--- src/rtl/lc3_pkg.sv ---
// Shared LC3 pipeline definitions: opcodes, controller mem_state encoding and
// the memory-access FSM states.
package lc3_pkg;

  typedef enum logic [3:0] {
    OP_BR   = 4'h0,
    OP_ADD  = 4'h1,
    OP_LD   = 4'h2,
    OP_ST   = 4'h3,
    OP_JSR  = 4'h4,
    OP_AND  = 4'h5,
    OP_LDR  = 4'h6,
    OP_STR  = 4'h7,
    OP_RTI  = 4'h8,
    OP_NOT  = 4'h9,
    OP_LDI  = 4'hA,
    OP_STI  = 4'hB,
    OP_JMP  = 4'hC,
    OP_RES  = 4'hD,
    OP_LEA  = 4'hE,
    OP_TRAP = 4'hF
  } op_t;

  localparam logic [2:0] MEM_RD   = 3'd0;
  localparam logic [2:0] MEM_IND  = 3'd1;
  localparam logic [2:0] MEM_WR   = 3'd2;
  localparam logic [2:0] MEM_IDLE = 3'd3;

  typedef enum logic [2:0] {
    IDLE = 3'd0,
    RD   = 3'd1,
    IND  = 3'd2,
    WR   = 3'd3,
    DONE = 3'd4
  } memacc_state_t;

endpackage

--- src/rtl/lc3_memaccess.sv ---
// LC3 memory-access stage: one load/store/indirect transaction per request over
// a req/ack data-memory port, with a per-access watchdog.
module lc3_memaccess
  import lc3_pkg::*;
#(
  parameter int unsigned MAX_WAIT = 255
) (
  input  logic        clk_i,
  input  logic        rst_i,
  input  logic        enable_mem_i,
  input  logic [2:0]  mem_state_i,
  input  logic [15:0] ir_exec_i,
  input  logic [15:0] m_addr_i,
  input  logic [15:0] m_data_i,
  input  logic [15:0] dmem_dout_i,
  input  logic        dmem_ack_i,
  output logic        dmem_req_o,
  output logic        dmem_we_o,
  output logic [15:0] dmem_addr_o,
  output logic [15:0] dmem_din_o,
  output logic [15:0] memout_o,
  output logic        complete_data_o,
  output logic        mem_err_o
);

  localparam logic [15:0] WAIT_LAST = 16'(MAX_WAIT - 32'd1);

  memacc_state_t state_q, state_d;
  logic [15:0]   addr_q, addr_d;
  logic [15:0]   data_q, data_d;
  logic          store_q, store_d;
  logic [15:0]   memout_q, memout_d;
  logic [15:0]   wait_q, wait_d;
  logic          req_q, req_d;
  logic          we_q, we_d;
  logic          complete_q, complete_d;
  logic          err_q, err_d;

  // Only bit 12 of the instruction matters here.
  logic unused_ir_s;
  assign unused_ir_s = ^{ir_exec_i[15:13], ir_exec_i[11:0]};

  // Next-state, latching and watchdog logic; outputs decoded from the next state
  always_comb begin
    state_d    = state_q;
    addr_d     = addr_q;
    data_d     = data_q;
    store_d    = store_q;
    memout_d   = memout_q;
    wait_d     = wait_q;
    complete_d = 1'b0;
    err_d      = 1'b0;

    case (state_q)
      IDLE: begin
        if (enable_mem_i) begin
          case (mem_state_i)
            MEM_RD:  state_d = RD;
            MEM_IND: state_d = IND;
            MEM_WR:  state_d = WR;
            default: state_d = IDLE;
          endcase
          if (state_d != IDLE) begin
            addr_d  = m_addr_i;
            data_d  = m_data_i;
            store_d = ir_exec_i[12];
            wait_d  = 16'd0;
          end else begin
            wait_d = wait_q;
          end
        end else begin
          state_d = IDLE;
        end
      end
      RD, IND, WR: begin
        // Ack wins over the watchdog when both land on the same edge.
        if (dmem_ack_i) begin
          if (state_q == IND) begin
            addr_d  = dmem_dout_i;
            state_d = store_q ? WR : RD;
            wait_d  = 16'd0;
          end else if (state_q == RD) begin
            memout_d = dmem_dout_i;
            state_d  = DONE;
          end else begin
            state_d = DONE;
          end
        end else if (wait_q == WAIT_LAST) begin
          state_d = DONE;
          err_d   = 1'b1;
        end else begin
          wait_d = wait_q + 16'd1;
        end
      end
      DONE: begin
        state_d = IDLE;
      end
      default: begin
        state_d = IDLE;
      end
    endcase

    req_d      = (state_d == RD) || (state_d == IND) || (state_d == WR);
    we_d       = (state_d == WR);
    complete_d = (state_d == DONE);
  end

  // State and registered-output update with synchronous reset
  always_ff @(posedge clk_i) begin
    if (rst_i) begin
      state_q    <= IDLE;
      addr_q     <= 16'd0;
      data_q     <= 16'd0;
      store_q    <= 1'b0;
      memout_q   <= 16'd0;
      wait_q     <= 16'd0;
      req_q      <= 1'b0;
      we_q       <= 1'b0;
      complete_q <= 1'b0;
      err_q      <= 1'b0;
    end else begin
      state_q    <= state_d;
      addr_q     <= addr_d;
      data_q     <= data_d;
      store_q    <= store_d;
      memout_q   <= memout_d;
      wait_q     <= wait_d;
      req_q      <= req_d;
      we_q       <= we_d;
      complete_q <= complete_d;
      err_q      <= err_d;
    end
  end

  assign dmem_req_o      = req_q;
  assign dmem_we_o       = we_q;
  assign dmem_addr_o     = addr_q;
  assign dmem_din_o      = data_q;
  assign memout_o        = memout_q;
  assign complete_data_o = complete_q;
  assign mem_err_o       = err_q;

endmodule

--- config.mk ---
export PLATFORM = sky130hd
export DESIGN_NAME = lc3_memaccess
export DESIGN_NICKNAME = d
export VERILOG_FILES = /design/src/rtl/lc3_pkg.sv /design/src/rtl/lc3_memaccess.sv
export SDC_FILE = /design/constraint.sdc
export NUM_CORES = 1
export LEC_CHECK = 0
export ABC_AREA = 1
export BUFFER_PORTS_ARGS = -buffer_cell sky130_fd_sc_hd__buf_2
export CAP_MARGIN = 10
export CORE_MARGIN = 8
export CORE_UTILIZATION = 30
export DETAILED_ROUTE_END_ITERATION = 8
export SYNTH_ARGS = -nofsm -noshare
export SYNTH_HDL_FRONTEND = slang
export SYNTH_SLANG_ARGS = --single-unit
--- constraint.sdc ---
create_clock -name clk_i -period 1.7 [get_ports clk_i]
set_input_delay 0.34 -clock clk_i [delete_from_list [all_inputs] [get_ports clk_i]]
set_output_delay 0.34 -clock clk_i [all_outputs]
set_load 0.05 [all_outputs]
# Word level (Yosys, flattened, before mapping)
# Cells that the tools add are included.
[word_totals]
ff_bits = 72
inputBits = 71
out_inout_bits = 52
elab_cells = 62
[classes]
add_sub_neg = 1
n_eq_ne = 16
muxes = 21
bitwise_logic = 2
reduce_logical = 12
[op_table]
columns = ["operator", "count"]
rows = [
  ["$mux W16", 9],
  ["$pmux W16 S2", 2],
  ["$mux W3", 6],
  ["$add A16 B1 Y16 const B", 1],
  ["$eq A16 B8 Y1 const B", 1],
  ["$eq A3 B2 Y1 const B", 5],
  ["$reduce_and A5 Y1", 2],
  ["$eq A3 B1 Y1 const B", 3],
  ["$ne A2 B2 Y1 const B", 4],
  ["$logic_not A3 Y1", 2],
  ["$ne A3 B3 Y1 const B", 2],
  ["$pmux W2 S3", 1],
  ["$pmux W3 S2", 1],
  ["$reduce_or A3 Y1", 2],
  ["$reduce_and A4 Y1", 1],
  ["$eq A3 B3 Y1 const B", 1],
  ["$reduce_and A3 Y1", 1],
  ["$reduce_bool A3 Y1", 1],
  ["$logic_or A1 B1 Y1", 2],
  ["$mux W2", 1],
  ["$not A1 Y1", 2],
  ["$reduce_bool A2 Y1", 1],
  ["$mux W1", 1],
]

# Logic depth before layout (Yosys ltp)
# Gate-level depths: netlist (run 1).
[logic_depth]
depth_word = 9
depth_mapped = 11

# Least setup slack after synthesis (run 1)
# OpenSTA, ideal clock, no wires.
[synth_path]
path_kind = "flip-flop to flip-flop"
from = "register wait_q[1]"
to = "register wait_q[14]"
setup_time_ns = 0.064
arrival_time_ns = 1.326
required_time_ns = 1.636
path_slack_ns = 0.310
path_stages_with_launch = 10
path_buffers = 0
cell_sequence = "dfxtp_1 ha_1 inv_1 nor2_1 nand3b_1 nor2_1 nand2_1 nor2_1 nor2_1 nor2_1"
[synth_via]
elab_chain_len = 4
elab_cells_between_ends = 7
cone_classes = "add/sub: 1; eq/ne: 2; mux: 3; reduce/logical: 1"
[synth_rtl]
columns = ["element", "line_no", "text"]
rows = [
  ["start: declaration", "lc3_memaccess.sv:33", "logic [15:0] wait_q, wait_d;"],
  ["start signal: assignment", "lc3_memaccess.sv:127", "wait_q <= wait_d;"],
  ["$add A16 B1 Y16", "lc3_memaccess.sv:92", "wait_d = wait_q + 16'd1;"],
  ["$mux W16", "lc3_memaccess.sv:88", "end else if (wait_q == WAIT_LAST) begin"],
  ["$mux W16", "lc3_memaccess.sv:77", "if (dmem_ack_i) begin"],
  ["$pmux W16 S2", "lc3_memaccess.sv:54", "case (state_q)"],
]
# Several ways; a longest one is shown, not always the timed one. The select of a mux whose other input is x is not followed.
# A chain may end at the register's enable or synchronous reset.

# Worst setup path in the final report (run 1)
[layout_path]
from = "register state_q[0]"
to = "register wait_q[10]"
[layout_via]
elab_chain_len = 4
elab_cells_between_ends = 12
cone_classes = "eq/ne: 7; mux: 1; reduce/logical: 4"
[layout_rtl]
columns = ["element", "line_no", "text"]
rows = [
  ["start: declaration", "lc3_memaccess.sv:28", "memacc_state_t state_q, state_d;"],
  ["start signal: assignment", "lc3_memaccess.sv:122", "state_q <= state_d;"],
  ["$eq A3 B2 Y1 (tied with other cells)", "lc3_memaccess.sv:54, lc3_memaccess.sv:78", ""],
  ["$reduce_or A3 Y1", "lc3_memaccess.sv:54", ""],
  ["$ne A3 B3 Y1 (no source line) / $reduce_bool A2 Y1 (equally long branches)", "-", ""],
  ["$reduce_and A5 Y1 (no source line)", "-", ""],
]
# Several ways; a longest one is shown, not always the timed one.

==> out/metrics.csv, run 1 <==
metric,value,unit
status,completed,
num-nets-final,686,
hpwl,7.60,mm
synth-edff-count,0,
finalCritPeriodShare,0.920,
drc,0,
grt_first_pass_wirelength,16.1,mm
worstSetupPathType,reg -> reg,
required,1.98,ns
path_cells,"inv_2, nand2_2, nand2_4, nor2_4, nand3_4, nand2_4, inv_2, nand2_1, nand2_1, nor2_1",
initial_utilization,0.308,
yosysTopAreaCell,dfxtp_1,
maxSlewHeadroom,0.727,
wl,9.84,mm
arrival,1.84,ns
synth_seq_area_share,0.432,
pre_cts_ws,-0.0143,ns
grt_pass1_vias,3302,
synth.most_common_cell,nand2_1,
die_x,121,µm
path_max_fanout,13,
synth_compound_area_frac,0.117,
ys_ff_latch,72,
startpoint_type,register,
cp-end-kind,register,
syn_area,0.00333,mm²
area_delta_synth_final,28.6,%
fmax,639,MHz
antenna_left,0,
synth.distinct_cells,30,
vias,3417,
yosysTopAreaCellShare,0.432,
yosys.area_share.simple,0.368,
finalSetupViolCount,0,
hold_path_class,in -> reg,
finClkSkew,0.0113,ns
tightest_slew,0.405,ns
die_area,0.0147,mm²
grt_usage,0.134,
io_pins,123,
io_buffers,107,
grt_max_degree,37,
drtPass1Iterations,4,
syn_nets,570,
synthTopCellsByCount,"nand2_1 (128), nor2_1 (107), dfxtp_1 (72)",
avgRoutedWirePerCell,13.0,µm
synth_top_family_by_area,simple AND/OR/NAND/NOR gates,
worst_ir_drop_vdd,0.398,mV
max_stage_delay,0.39,ns
synth_cells,497,
cts.sink_count,72,
cts_buffer_depth,2,
numCtsBuffers,9,
diodes,0,
synthAdderAreaFrac,0.00750,
hold_buffers,0,
rsz0062_at_grt,no,
grt_overflow,0,
clock_latency,0.34,ns
fin_tns_setup,0,ns
slowest_stage,dfxtp_1,
die_y,121,µm
report.final.slew_viol_count,0,
cts_tree,done,
drt_iter0_drc,172,
hold_viol_final,0,
synth-xor-area-share,0,
htree_levels,3,
core,0.0108,mm²
p_leak,2.02,nW
fin_crit,1.56,ns
async_reset_ff_frac,0,
drive_gt1_frac,0.259,
drv_cap,0,
cts_root_buf,clkbuf_8,
globalplace.congestion,0.897,
avgSynthCellArea,6.71,µm²
setup_ws,0.136,ns
rows,38,
clk_pin_slew_worst_paths,0.08,ns
netlist_top_cells_area,"dfxtp_1 (43%), nand2_1 (14%), nor2_1 (12%)",
synth-main-ff-cell,dfxtp_1,
p_per_area,891,mW/mm²
vias_per_cell,4.51,
antenna_found_initial,0,
ys.warnings.count,0,
synthMuxAreaShare,0,
-- cells in the final DEF (no fill, tap or decap), types with 2 or more instances in the layout --
master,n
nor2_4,2
nand2_1,128
o21bai_1,4
clkbuf_8,9
buf_4,17
a211oi_1,2
nor2_2,2
nand2_4,3
o21ai_0,40
a21oi_1,28
nand4_1,9
nand2_2,2
nand3_1,27
inv_1,30
ha_1,2
buf_2,107
dfxtp_1,71
nor2_1,106
or2_2,2
clkbuf_1,4
nor3_1,2
inv_2,8
-- cell families after synthesis --
family | Yosys count
compound gates | 75
fa+ha+maj | 2
buf+inv | 59
flops | 72
simple gates | 289
-- metal layers --
| layer | global-route usage | vias up | routed length, µm | share of wire |
|---|---|---|---|---|
| met5 | 0 | - | 0 | 0 |
| met4 | 0.0517 | 0 | 142 | 0.014 |
| met2 | 0.217 | 85 | 4630 | 0.47 |
| met3 | 0.0326 | 13 | 428 | 0.044 |
| met1 | 0.169 | 1507 | 4640 | 0.47 |
| li1 | - | 1812 | - | - |
-- power breakdown --
part	switching, mW	internal, mW
registers	0.0391	1.76
logic	0.507	0.213
clock network	0.624	0.679
-- sequential cells by signal, indices dropped and copies added, names as in the netlist --
| register | cells |
|---|---|
| dmem_we_o | 1 |
| mem_err_o | 1 |
| memout_o | 16 |
| wait_q | 16 |
| dmem_req_o | 1 |
| dmem_addr_o | 16 |
| complete_data_o | 1 |
| store_q | 1 |
| state_q | 3 |
| dmem_din_o | 16 |
-- through the flow --
stage / instances / total power [mW] / utilization / hold WS, ns / area [µm²]
CTS: 756 / 3.86 / 0.392 / 0.230 / 4250
global route: 758 / 4.02 / 0.395 / 0.247 / 4290
global placement: 740 / 2.54 / 0.375 / 0.447 / 4070
floorplan: 497 / 2.32 / - / 0.456 / 3330
finish: 758 / 3.82 / 0.395 / 0.250 / 4290
detailed placement: 740 / 2.54 / 0.375 / 0.460 / 4070
-- worst max-delay path: cells and delay by family (launching register included) --
family,cells,cell delay [ns]
and+or+nand+nor,8,0.92
buffers and inverters,2,0.19
DFF,1,0.39
-- area by class of cell --
cell class	instances	area [µm²]
Multi-Input combinational cell	366	1660
Clock inverter	3	42.5
Clock buffer	13	139
Timing Repair Buffer	125	683
Inverter	39	146
Sequential cell	72	1440
Tap cell	140	175
Fill cell	1198	6550
-- path summary, 6_finish.rpt --
| path | slack [ns] | cells after the start | start | to |
|---|---|---|---|---|
| max | 0.14 | 10 | state_q[0] | wait_q[10] |
| min | 0.25 | 3 | dmem_dout_i[7] | memout_o[7] |
| max reg2reg | 0.14 | 10 | state_q[0] | wait_q[10] |
| min reg2reg | 0.46 | 2 | dmem_addr_o[11] | dmem_addr_o[11] |
-- timing repair --
action	4_1_cts	5_1_grt
buffers inserted	0	2
resized for setup	0	3
endpoints found under the setup margin	0	11
Power figures use the tool's default switching activity.
==> inputs of run 2 (changes only) <==
--- a/config.mk
+++ b/config.mk
@@ -5,9 +5,10 @@
 export SDC_FILE = /design/constraint.sdc
 export NUM_CORES = 1
 export LEC_CHECK = 0
-export ABC_AREA = 1
+export ABC_AREA = 0
 export BUFFER_PORTS_ARGS = -buffer_cell sky130_fd_sc_hd__buf_2
 export CAP_MARGIN = 10
+export CORE_ASPECT_RATIO = 1.5
 export CORE_MARGIN = 8
 export CORE_UTILIZATION = 30
 export DETAILED_ROUTE_END_ITERATION = 8
==> out/metrics.csv, run 2 <==
metric,value,unit,change
yosysTopAreaCell,dfxtp_1,,
synth.distinct_cells,41,,+37%
startpoint,wait_q[9],,
grt_usage,0.141,,+0.00645
synth-main-ff-cell,dfxtp_1,,
wl,10.2,mm,+3.3%
fin_util,0.491,,+0.0960
synth_compound_area_frac,0.187,,+0.0696
hpwl,6.72,mm,-12%
violations,negative setup slack,,
clock_latency,0.34,ns,about the same
syn_area,0.00300,mm²,-9.9%
max_stage_delay,0.36,ns,-0.03 ns
avgSynthCellArea,8.41,µm²,+25%
slowest_stage,o211ai_4,,
globalplace.congestion,0.798,,-11%
grt_max_degree,40,,+8.1%
finalCritPeriodShare,1.08,,+0.155
drv_cap,0,,unchanged
die_area,0.0135,mm²,-8.2%
ys.warnings.count,0,,unchanged
path_delay_family,compound AO/OA/AOI/OAI gates,,
arrival,2.06,ns,+0.22 ns
cp-end-kind,register,,
hold_viol_final,0,,unchanged
vias,3161,,-7.5%
synth-edff-count,0,,unchanged
avgRoutedWirePerCell,16.0,µm,+23%
rr_worst_depth,7,,-3
grt_first_pass_wirelength,15.8,mm,-2.1%
netlist_top_cells_area,"dfxtp_1 (48%), nand2_1 (9.7%), a21oi_1 (8.7%)",,
report.final.slew_viol_count,0,,unchanged
yosysTopAreaCellShare,0.480,,+0.0477
cp_num_buf_inv,2,,unchanged
mostFrequentLayoutCell,buf_2,,
path_max_fanout,8,,-5
num-nets-final,590,,-14%
endpoint,wait_q[13],,
cts.sink_count,72,,unchanged
required,1.93,ns,-0.05 ns
synthMuxAreaShare,0.0567,,+0.0567
drtPass1Iterations,4,,unchanged
rsz0062_at_grt,yes,,
core,0.00969,mm²,-11%
io_buffers,107,,unchanged
placed_area,0.00400,mm²,-1.5%
yosys.area_share.simple,0.226,,-0.141
synth_seq_area_share,0.480,,+0.0477
drive_gt1_frac,0.479,,+0.220
drc,0,,unchanged
rows,44,,+16%
hold_path_class,in -> reg,,
htree_levels,3,,unchanged
ys_ff_latch,72,,unchanged
path_cells,"nor4bb_4, buf_4, nand4_1, o211ai_4, buf_6, nor4_2, o21a_1",,
fin_area,0.00476,mm²,+11%
synth.most_common_cell,nand2_1,,
antenna_found_initial,0,,unchanged
syn_nets,430,,-25%
grt_pass1_vias,3233,,-2.1%
synthAdderAreaFrac,0.00833,,+0.000829
worstSetupPathType,reg -> reg,,
reg2reg_to,wait_q[13],,
tightest_slew,0.500,ns,+0.0955 ns
synthTopCellsByCount,"nand2_1 (78), dfxtp_1 (72), a21oi_1 (52)",,
die_y,139,µm,+14%
power,4.63,mW,+21%
antenna_left,0,,unchanged
diodes,0,,unchanged
numCtsBuffers,9,,unchanged
finClkSkew,0.00443,ns,-0.00685 ns
synth_cells,357,,-28%
worst_ir_drop_vdd,0.612,mV,+54%
clk_pin_slew_worst_paths,0.06,ns,-0.02 ns
setup_ws,-0.128,ns,-0.264 ns
p_leak,2.06,nW,+1.6%
async_reset_ff_frac,0,,unchanged
cts_buffer_depth,2,,unchanged
vias_per_cell,4.96,,+10%
fmax,547,MHz,-14%
worst-path-stages,7,,-3
cts_root_buf,clkbuf_16,,
initial_utilization,0.310,,+0.00232
synth_top_family_by_area,simple AND/OR/NAND/NOR gates,,
fin_crit,1.83,ns,+0.264 ns
finalSetupViolCount,32,,+32
cts_tree,done,,
startpoint_type,register,,
dp.cells,603,,-19%
mostFrequentLayoutCells,"buf_2 (107), nand2_1 (75), dfxtp_1 (68)",,
io_pins,123,,unchanged
synth-xor-area-share,0,,unchanged
die_x,97.7,µm,-20%
stdcell_count,637,,-16%
p_per_area,973,mW/mm²,+9.2%
hold_buffers,0,,unchanged
area_delta_synth_final,58.6,%,
grt_overflow,0,,unchanged
maxSlewHeadroom,0.667,,-0.0608
r2r_slack,-0.13,ns,-0.26 ns
drt_iter0_drc,182,,+5.8%
rr_startpoint,wait_q[9],,
status,"complete, but fails checks",,
run 2: cell count changes after synthesis, moves of 17 or more:
cell	previous run	this run
mux2i_1	0	17
nand2_1	128	78
o21ai_0	40	5
nand3_1	27	6
inv_1	30	7
nor2_1	107	22
a21oi_1	28	52
run 2: timing repair:
action | CTS | global route
gates resized for setup | 28 | 49
buffers inserted | 11 | 5
pin swaps | 31 | 20
hold endpoints to repair | 0 | 0
cloned | 1 | 2
setup endpoints to repair | 36 | 57
run 2: layer usage:
layer  track usage  part of all wire
met2         0.238              0.52
met4        0.0705             0.023
met3        0.0494             0.053
met1         0.152              0.40
met5             0                 0
run 2: worst min-delay path by stage:
stage / from / endpoint / cells after the start
after floorplan: store_q / store_q / 2
after global placement: dmem_din_o[9] / dmem_din_o[9] / 2
after detailed placement: dmem_din_o[7] / dmem_din_o[7] / 2
after CTS: m_data_i[11] / dmem_din_o[11] / 3
after global routing: m_data_i[7] / dmem_din_o[7] / 3
final: m_data_i[11] / dmem_din_o[11] / 3
run 2: worst register-to-register path: cells and delay by family, from the launching register on:
family	cells	cell delay (ns)
AOI/OAI and AO/OA	2	0.52
and+or+nand+nor	3	0.50
DFF	1	0.35
buffers and inverters	2	0.35
run 2: final cells by class:
type | count | area, µm²
Fill cell | 922 | 4930
Multi-Input combinational cell | 256 | 1720
Sequential cell | 72 | 1450
Timing Repair Buffer | 171 | 1120
Clock buffer | 10 | 239
Tap cell | 115 | 144
Clock inverter | 6 | 66.3
Inverter | 7 | 26.3
run 2: cell families after synthesis:
| logic type | after synthesis |
|---|---|
| AND/OR/NAND/NOR | 145 |
| multiplexers | 17 |
| buffers and inverters | 29 |
| AO/OA/AOI/OAI | 92 |
| flip-flops | 72 |
| adder cells (fa/ha/maj) | 2 |
run 2: stage by stage:
stage / setup slack (ns) / hold slack (ns) / TNS, ns
finish: -0.128 / 0.239 / -2.44
global route: -0.234 / 0.233 / -4.80
CTS: -0.133 / 0.233 / -1.97
detailed placement: -0.313 / 0.444 / -8.58
global placement: -0.268 / 0.439 / -7.56
floorplan: -0.0893 / 0.432 / -0.319
run 2: where the power goes:
group	switching (mW)	internal (mW)	total (mW)
Combinational	0.579	0.345	0.924
Clock	0.735	1.18	1.91
Sequential	0.0380	1.76	1.80
==> inputs of run 3 (changes only) <==
==> constraint.sdc (replaced) <==
create_clock -name clk_i -period 1.95 [get_ports clk_i]
set_input_delay 0.39 -clock clk_i [delete_from_list [all_inputs] [get_ports clk_i]]
set_output_delay 0.39 -clock clk_i [all_outputs]
set_load 0.05 [all_outputs]
==> out/metrics.csv, run 3 (synthesis results as in run 2) <==
metric,value,unit,change
stdcell_count,603,,-5.3%
core,0.00969,mm²,unchanged
p_leak,1.86,nW,-9.6%
fin_crit,1.93,ns,+0.0978 ns
path_cells,"or3b_4, o21ai_4, o211ai_4, buf_4, or4_1, a21oi_1",,
initial_utilization,0.310,,unchanged
diodes,0,,unchanged
finalSetupViolCount,0,,-100%
hold_buffers,0,,unchanged
power,3.91,mW,-16%
report.final.slew_viol_count,0,,unchanged
drive_gt1_frac,0.350,,-0.129
fillers,995,,+7.9%
antenna_found_initial,0,,unchanged
finalCritPeriodShare,0.987,,-0.0877
globalplace.congestion,0.784,,-1.8%
mostFrequentLayoutCell,buf_2,,
drt_iter0_drc,179,,-1.6%
hold_path_class,in -> reg,,
hold_viol_final,0,,unchanged
antenna_left,0,,unchanged
cp_num_buf_inv,1,,-1
drv_cap,0,,unchanged
cts_root_buf,clkbuf_16,,
worstSetupPathType,reg -> reg,,
vias,3016,,-4.6%
hpwl,6.52,mm,-2.9%
maxSlewHeadroom,0.601,,-0.0652
vias_per_cell,5.00,,+0.79%
grt_max_degree,56,,+40%
arrival,2.19,ns,+0.13 ns
cts_buffer_depth,2,,unchanged
die_y,139,µm,unchanged
io_pins,123,,unchanged
status,completed,,
rows,44,,unchanged
rsz0062_at_grt,yes,,
p_per_area,922,mW/mm²,-5.2%
finClkSkew,0.00568,ns,+0.00125 ns
tightest_slew,0.598,ns,+0.0978 ns
wl,9.07,mm,-11%
grt_usage,0.132,,-0.00894
avgRoutedWirePerCell,15.0,µm,-5.7%
multiInputGateArea,0.00151,mm²,-12%
cp-end-kind,register,,
grt_overflow,0,,unchanged
die_area,0.0135,mm²,unchanged
startpoint_type,register,,
path_delay_family,simple AND/OR/NAND/NOR gates,,
slowest_stage,or4_1,,
numCtsBuffers,9,,unchanged
grt_pass1_vias,3003,,-7.1%
drtPass1Iterations,4,,unchanged
clk_pin_slew_worst_paths,0.06,ns,about the same
die_x,97.7,µm,unchanged
mostFrequentLayoutCells,"buf_2 (107), nand2_1 (78), dfxtp_1 (71)",,
num-nets-final,557,,-5.6%
cts_tree,done,,
worst_ir_drop_vdd,0.555,mV,-9.3%
area_delta_synth_final,41.2,%,
htree_levels,3,,unchanged
fmax,519,MHz,-5.1%
required,2.21,ns,+0.28 ns
clock_latency,0.33,ns,about the same
path_max_fanout,5,,-3
cts.sink_count,72,,unchanged
grt_first_pass_wirelength,14.6,mm,-7.4%
max_stage_delay,0.50,ns,+0.14 ns
io_buffers,107,,unchanged
dp.cells,583,,-3.3%
drc,0,,unchanged
seq_area,0.00144,mm²,-0.43%
## run 3: cell type report
class,count,area share
clock buffers,12,0.0629
clock inverters,3,0.00944
inverters,7,0.00620
multi-input cells,256,0.356
flip-flops and latches,72,0.340
well taps,115,0.0339
repair buffers,138,0.191
## run 3: path summary, 6_finish.rpt
| kind | from | endpoint | slack, ns | cells after the start |
|---|---|---|---|---|
| worst min-delay path | rst_i | state_q[0] | 0.28 | 2 |
| worst min register to register | memout_o[1] | memout_o[1] | 0.45 | 2 |
| worst max-delay path | state_q[2] | wait_q[9] | 0.02 | 6 |
| worst max register to register | state_q[2] | wait_q[9] | 0.02 | 6 |
## run 3: stage by stage
stage | setup TNS [ns] | util | setup WS [ns] | hold WS [ns] | instance area [µm²]
2_1_floorplan | 0 | - | 0.110 | 0.432 | 3000
3_3_place_gp | -1.02 | 0.393 | -0.133 | 0.441 | 3810
3_5_place_dp | -1.80 | 0.393 | -0.166 | 0.443 | 3810
4_1_cts | -0.000801 | 0.430 | -0.000801 | 0.272 | 4170
5_1_grt | -0.182 | 0.438 | -0.0439 | 0.285 | 4240
6_report | 0 | 0.438 | 0.0246 | 0.282 | 4240
## run 3: timing repair
action                                  in CTS  in global routing
gates cloned                                 0                  1
pin swaps                                    6                  5
gates resized for setup                      5                  8
setup buffers                                3                  1
endpoints found under the setup margin      12                 16
## run 3: metal layers
metal  track usage  vias up  wire length (µm)
met1         0.130     1424              3710
met2         0.245       66              4790
met3        0.0394       12               422
met5             0        -                 0
li1              -     1514                 -
met4        0.0585        0               150
## run 3: where the power goes
group          total (mW)  internal, mW  switching (mW)  leakage (nW)
combinational       0.678         0.232           0.446          1.12
clock                1.67          1.08           0.584         0.154
sequential           1.57          1.54          0.0303         0.586
## run 3: worst reg2reg max path, delay by kind of cell (launching register included)
family	cells	cell delay (ns)
DFF	1	0.34
and+or+nand+nor	2	0.90
AOI/OAI and AO/OA	3	0.46
buffers and inverters	1	0.16
